**config.mk**
```make
export PLATFORM = sky130hd
export DESIGN_NAME = dmem_responder
export DESIGN_NICKNAME = d
export VERILOG_FILES = /design/src/rtl/dmem_responder.sv
export SDC_FILE = /design/constraint.sdc
export NUM_CORES = 1
export LEC_CHECK = 0
export CELL_PAD_IN_SITES_DETAIL_PLACEMENT = 0
export CELL_PAD_IN_SITES_GLOBAL_PLACEMENT = 1
export CORE_AREA = 4 4 191 147
export CTS_BUF_LIST = sky130_fd_sc_hd__clkbuf_16
export DETAILED_ROUTE_END_ITERATION = 8
export DIE_AREA = 0 0 195 151
export PLACE_DENSITY = 0.85
export SYNTH_ARGS = -nofsm -noshare
export SYNTH_HDL_FRONTEND = slang
export SYNTH_SLANG_ARGS = --single-unit
```
**constraint.sdc**
```tcl
create_clock -name clk -period 3.5 [get_ports clk]
set_clock_uncertainty 0.15 [all_clocks]
set_input_delay 0.7 -clock clk [delete_from_list [all_inputs] [get_ports clk]]
set_output_delay 0.7 -clock clk [all_outputs]
set_load 0.05 [all_outputs]
```
**src/rtl/dmem_responder.sv**
```systemverilog
// Load/store responder: maps one byte/wyde/tetra/octa request onto a 64-bit synchronous RAM
// with MMIX big-endian lane placement. Returns right-justified, zero-extended read data.
module dmem_responder #(
    parameter int unsigned ADDR_WIDTH = 12,
    parameter logic [63:0] BASE       = 64'h0,
    parameter int unsigned RD_LATENCY = 1
) (
    input  logic                  clk,
    input  logic                  reset_n,
    input  logic [63:0]           mem_address,
    input  logic [1:0]            mem_datasize,
    input  logic                  mem_read,
    input  logic                  mem_write,
    input  logic [63:0]           mem_writedata,
    output logic [63:0]           mem_readdata,
    output logic                  mem_done,
    output logic                  bus_error,
    output logic [ADDR_WIDTH-1:0] ram_address,
    output logic [7:0]            ram_byteena,
    output logic                  ram_wren,
    output logic [63:0]           ram_data,
    input  logic [63:0]           ram_q
);

    typedef enum logic [2:0] {StIdle, StRdWait, StRdDone, StWrDone, StErrDone} state_e;

    state_e                state_q, state_d;
    logic [1:0]            cnt_q, cnt_d;
    logic [1:0]            size_q, size_d;
    logic [2:0]            sh_q, sh_d;
    logic [63:0]           rdata_q, rdata_d;
    logic                  done_q, done_d;
    logic                  err_q, err_d;
    logic [ADDR_WIDTH-1:0] addr_q, addr_d;
    logic [7:0]            be_q, be_d;
    logic                  wren_q, wren_d;
    logic [63:0]           data_q, data_d;

    logic [2:0]  req_off;
    logic [3:0]  req_len;
    logic [2:0]  req_sh;
    logic [8:0]  len_mask;
    logic [7:0]  req_be;
    logic        in_range;
    logic [63:0] rd_shifted;
    logic [63:0] rd_mask;
    logic [63:0] rd_lanes;

    // req_sh is the lane index holding the least significant byte of the access.
    always_comb begin
        req_off = 3'd0;
        req_len = 4'd8;
        case (mem_datasize)
            2'd0: begin
                req_off = mem_address[2:0];
                req_len = 4'd1;
            end
            2'd1: begin
                req_off = mem_address[2:0] & 3'b110;
                req_len = 4'd2;
            end
            2'd2: begin
                req_off = mem_address[2:0] & 3'b100;
                req_len = 4'd4;
            end
            default: begin
                req_off = 3'd0;
                req_len = 4'd8;
            end
        endcase
        req_sh   = 3'(4'd8 - {1'b0, req_off} - req_len);
        len_mask = (9'd1 << req_len) - 9'd1;
        req_be   = len_mask[7:0] << req_sh;
        in_range = (mem_address[63:ADDR_WIDTH+3] == BASE[63:ADDR_WIDTH+3]);
    end

    always_comb begin
        rd_shifted = ram_q >> {sh_q, 3'b000};
        case (size_q)
            2'd0:    rd_mask = 64'h0000_0000_0000_00FF;
            2'd1:    rd_mask = 64'h0000_0000_0000_FFFF;
            2'd2:    rd_mask = 64'h0000_0000_FFFF_FFFF;
            default: rd_mask = 64'hFFFF_FFFF_FFFF_FFFF;
        endcase
        rd_lanes = rd_shifted & rd_mask;
    end

    always_comb begin
        state_d = state_q;
        cnt_d   = cnt_q;
        size_d  = size_q;
        sh_d    = sh_q;
        rdata_d = rdata_q;
        done_d  = 1'b0;
        err_d   = 1'b0;
        addr_d  = addr_q;
        be_d    = 8'h00;
        wren_d  = 1'b0;
        data_d  = data_q;
        unique case (state_q)
            StIdle: begin
                if (mem_read || mem_write) begin
                    if (!in_range) begin
                        done_d  = 1'b1;
                        err_d   = 1'b1;
                        state_d = StErrDone;
                        if (mem_read) rdata_d = 64'h0;
                    end else if (mem_read) begin
                        addr_d  = mem_address[ADDR_WIDTH+2:3];
                        cnt_d   = 2'(RD_LATENCY);
                        size_d  = mem_datasize;
                        sh_d    = req_sh;
                        state_d = StRdWait;
                    end else begin
                        addr_d  = mem_address[ADDR_WIDTH+2:3];
                        be_d    = req_be;
                        data_d  = mem_writedata << {req_sh, 3'b000};
                        wren_d  = 1'b1;
                        done_d  = 1'b1;
                        state_d = StWrDone;
                    end
                end
            end
            // RD_LATENCY edges until ram_q is valid, then one more edge to capture it.
            StRdWait: begin
                if (cnt_q == 2'd0) begin
                    rdata_d = rd_lanes;
                    done_d  = 1'b1;
                    state_d = StRdDone;
                end else begin
                    cnt_d = cnt_q - 2'd1;
                end
            end
            StRdDone, StWrDone, StErrDone: state_d = StIdle;
            default: state_d = StIdle;
        endcase
    end

    always_ff @(posedge clk or negedge reset_n) begin
        if (!reset_n) begin
            state_q <= StIdle;
            cnt_q   <= 2'd0;
            size_q  <= 2'd0;
            sh_q    <= 3'd0;
            rdata_q <= 64'h0;
            done_q  <= 1'b0;
            err_q   <= 1'b0;
            addr_q  <= '0;
            be_q    <= 8'h00;
            wren_q  <= 1'b0;
            data_q  <= 64'h0;
        end else begin
            state_q <= state_d;
            cnt_q   <= cnt_d;
            size_q  <= size_d;
            sh_q    <= sh_d;
            rdata_q <= rdata_d;
            done_q  <= done_d;
            err_q   <= err_d;
            addr_q  <= addr_d;
            be_q    <= be_d;
            wren_q  <= wren_d;
            data_q  <= data_d;
        end
    end

    assign mem_readdata = rdata_q;
    assign mem_done     = done_q;
    assign bus_error    = err_q;
    assign ram_address  = addr_q;
    assign ram_byteena  = be_q;
    assign ram_wren     = wren_q;
    assign ram_data     = data_q;

endmodule

```
==> metrics <==
met2 Use GR 36.54%; CP bufs+invs 4; Area growth syn-to-layout 48.86%; Avg Synthesized Cell Area 10.72 um2; max_slew headroom 45.29%; Netlist Area Pre-Place 9573 um2; worst-path cell with the longest stage delay clkdlybuf4s50_1; Pwr Total 4753 uW; most used routing layer met2; Die Y 151 um; Total Routing Usage GR 22.79%; total number of yosys warnings 0; clock share of power 39.1%; Worst R2R Setup Slack 1.08 ns; die area 29450 um2; adder and majority gate portion of the synthesized area 0.3921%; R2R depth 6; Clk pin slew, worst setup/hold paths 0.06 ns; startpoint class of the critical path input pin; unrepaired setup endpoints after global routing no; register bit total from synthesis 161; CTS tree yes; initial antenna violation count 1; Hold Crit Class in2async; Compound-Gate Fraction of Synth Area 12.30%; core area 26420 um2; part of the power in combinational logic 21.6%; top-level I/O count 349; Setup Viol. Count Final 0; Switch Pwr 1317 uW; post-synthesis mux area share 29.29%; crit-path max FO 30; number of CTS-inserted buffers 17; Max Cap Viol 0; Final Hold Violating Endpoints 0; WP data arrival 3.12 ns; global routing usage on met1 31.07%; fin crit period 2.960 ns; share of layout cells above drive strength 1 15.16%; post-CTS setup buffers 0; final core occ 53.95%; Cell variety after synth 49; DRC Markers 0; family with the most delay on the worst path buffers and inverters; Sum Neg Setup Slack 0 ns; Sw Ratio 27.71%; status complete, no violations; critical-path cell list clkdlybuf4s50_1 > nor2b_1 > ha_1 > inv_1 > ha_4 > xor2_1 > buf_4 > xor2_4 > buf_12 > mux2_2 > mux2_2; Routed wire per std cell 21.70 um; Reg power frac 39.3%; clock buffer depth 2; GRT overflow 0; max frequency 0.3379 GHz; vias 8389; Buffers on Ports 348; gp weighted congestion 0.8769; VDD IR max 0.2975 mV; H-tree level count 4; post-cts resize count 0; routing usage on met3 6.338%; Routed Antenna Nets 0; Int Power 3436 uW; First-pass DRT Iterations 5; Sink Count 161; post-synthesis sequential area ratio 42.09%; Initial DRC Count 476; Die Wd 195 um; Least-Margin Pin Slew 0.8206 ns; largest family of logic cells by synthesized area multiplexers; number of placement rows 52; Crit. Startpoint mem_datasize[0]; worst path required time 3.66 ns; Root Driver clkbuf_16; cells after synthesis 893; Setup crit end ram_data[59]; Nets 1429; Tcrit/Tclk final 84.57%; worst hold slack 0.1830 ns; Crit. End Element register; CP Depth 11; r2r endpoint mem_readdata[3]; vias per inst 5.269; Initial Utilization 36.24%; leakage power 0.006117 uW; first-pass GRT wire length 52.00 mm; vias in the first global route 8613; Hold Buf Count CTS 0; critical path type in2reg; Post-Route WL 34.55 mm; Crit path largest cell delay 0.48 ns; simple-gate share of the synthesized area 10.94%; syn nets 1094; Worst-Skew Late Latency 0.43 ns; hpwl dp 26.41 mm; worst r2r src sh_q[0]; Slew Limit Fails 0; Post-Synth XOR/XNOR Area 0.3529%; Pwr Density 333.5 nW/um2; CP most frequent cell mux2_2; largest net degree at the start of global routing 84
[stage by stage]
stage	cells	worst slack, ns	cell area, um2
after floorplan	893	0.2327	9573
after global placement	1560	0.1259	13680
after detailed placement	1560	0.09301	13680
after CTS	1591	0.5439	14250
after global routing	1592	0.3774	14250
final	1592	0.5402	14250
[metal layers]
metal  part of all wire (%)  wire, um
met5                      0         0
met4                    1.6       569
met3                    6.5      2233
met2                     46     16010
met1                     46     15740
[worst min-delay path by stage]
stage                           from                to  depth (start not counted)
detailed placement  mem_readdata[12]  mem_readdata[12]                          1
global route                 reset_n      ram_data[11]                          1
CTS                          reset_n      ram_data[11]                          1
floorplan                    reset_n         bus_error                          0
finish                       reset_n      ram_data[11]                          1
global placement    mem_readdata[43]  mem_readdata[43]                          1
[power by group through the flow]
stage	Sequential (uW)	Clock (uW)	Combinational [uW]
floorplan	1910	0	485
global placement	1900	0	1010
detailed placement	1900	0	1020
CTS	1870	1900	1030
global route	1870	1980	1100
finish	1870	1860	1030
[cell families after synthesis]
logic type,after synthesis
buf+inv,96
mux,267
fa+ha+maj,3
flops,161
simple gates,204
compound gates,159
xor+xnor,3
[cell usage in the layout, fill, tap and decap left out, types with 3 or more instances in the layout]
| cell | count |
|---|---|
| mux2_1 | 4 |
| o21a_1 | 8 |
| o31a_1 | 8 |
| nand3_1 | 36 |
| clkbuf_16 | 17 |
| a32oi_1 | 8 |
| mux2_2 | 101 |
| a22o_1 | 16 |
| dfrtp_1 | 159 |
| nand2b_1 | 28 |
| o31ai_1 | 8 |
| nand2_1 | 61 |
| nor4_1 | 11 |
| clkinvlp_4 | 6 |
| o2bb2ai_1 | 49 |
| and4_1 | 3 |
| nor2_1 | 26 |
| nor3_1 | 14 |
| clkdlybuf4s50_1 | 347 |
| inv_1 | 22 |
| buf_12 | 13 |
| clkinv_2 | 4 |
| mux2i_1 | 162 |
| buf_4 | 29 |
| and2_1 | 7 |
| o21ai_0 | 34 |
| nor2b_1 | 3 |
| o211ai_1 | 8 |
| a21oi_1 | 14 |
[state kept, by name (all words and copies together), names as in the netlist]
register,flops
bus_error,1
cnt_q,2
mem_done,1
mem_readdata,64
ram_address,12
ram_byteena,8
ram_data,64
ram_wren,1
sh_q,3
size_q,2
state_q,3
[Yosys cell counts (all sizes together)]
cell type / count / area share (%)
nand3b: 1 / 0.078
o2bb2ai: 49 / 4.5
or2: 1 / 0.065
nand4b: 1 / 0.092
ha: 3 / 0.39
nor2b: 3 / 0.20
o21a: 8 / 0.63
and3b: 1 / 0.092
nor4: 11 / 0.72
o31ai: 8 / 0.63
nand4: 2 / 0.29
a32oi: 8 / 0.73
xor2: 2 / 0.18
o211ai: 9 / 0.76
a2111oi: 2 / 0.18
o31a: 8 / 0.73
a21oi: 14 / 0.73
mux2i: 162 / 17
nor3: 17 / 1.1
o21ai: 36 / 1.9
a22o: 16 / 1.5
or4: 1 / 0.078
xnor2: 1 / 0.17
and3: 1 / 0.065
inv: 22 / 0.86
and2: 8 / 0.52
or3: 1 / 0.065
mux2: 105 / 12
buf: 38 / 2.4
nand3: 36 / 1.9
nand2: 61 / 2.4
nor2: 26 / 1.0
nor4b: 1 / 0.092
and4: 3 / 0.27
dfrtp: 161 / 42
clkbuf: 36 / 1.4
nand2b: 28 / 1.8
and4bb: 1 / 0.13
a21o: 1 / 0.078
[worst register-to-register path, stage by stage, from the launching register on]
cell and delay [ns]:
dfrtp_2 0.86, buf_12 0.30, mux2i_1 0.47, nand2_1 0.09, o21ai_0 0.12, o21ai_0 0.12
a22o_1 0.20
[area by class of cell]
type / count / area, um2
multi-input cells: 636 / 5164
fillers: 2305 / 12170
clock inverters: 14 / 142.6
clock buffers: 17 / 425.4
repair buffers: 390 / 3963
diodes: 1 / 2.502
inverters: 22 / 82.58
flip-flops and latches: 161 / 4031
well taps: 351 / 439.2
Power figures use the tool's default switching activity.
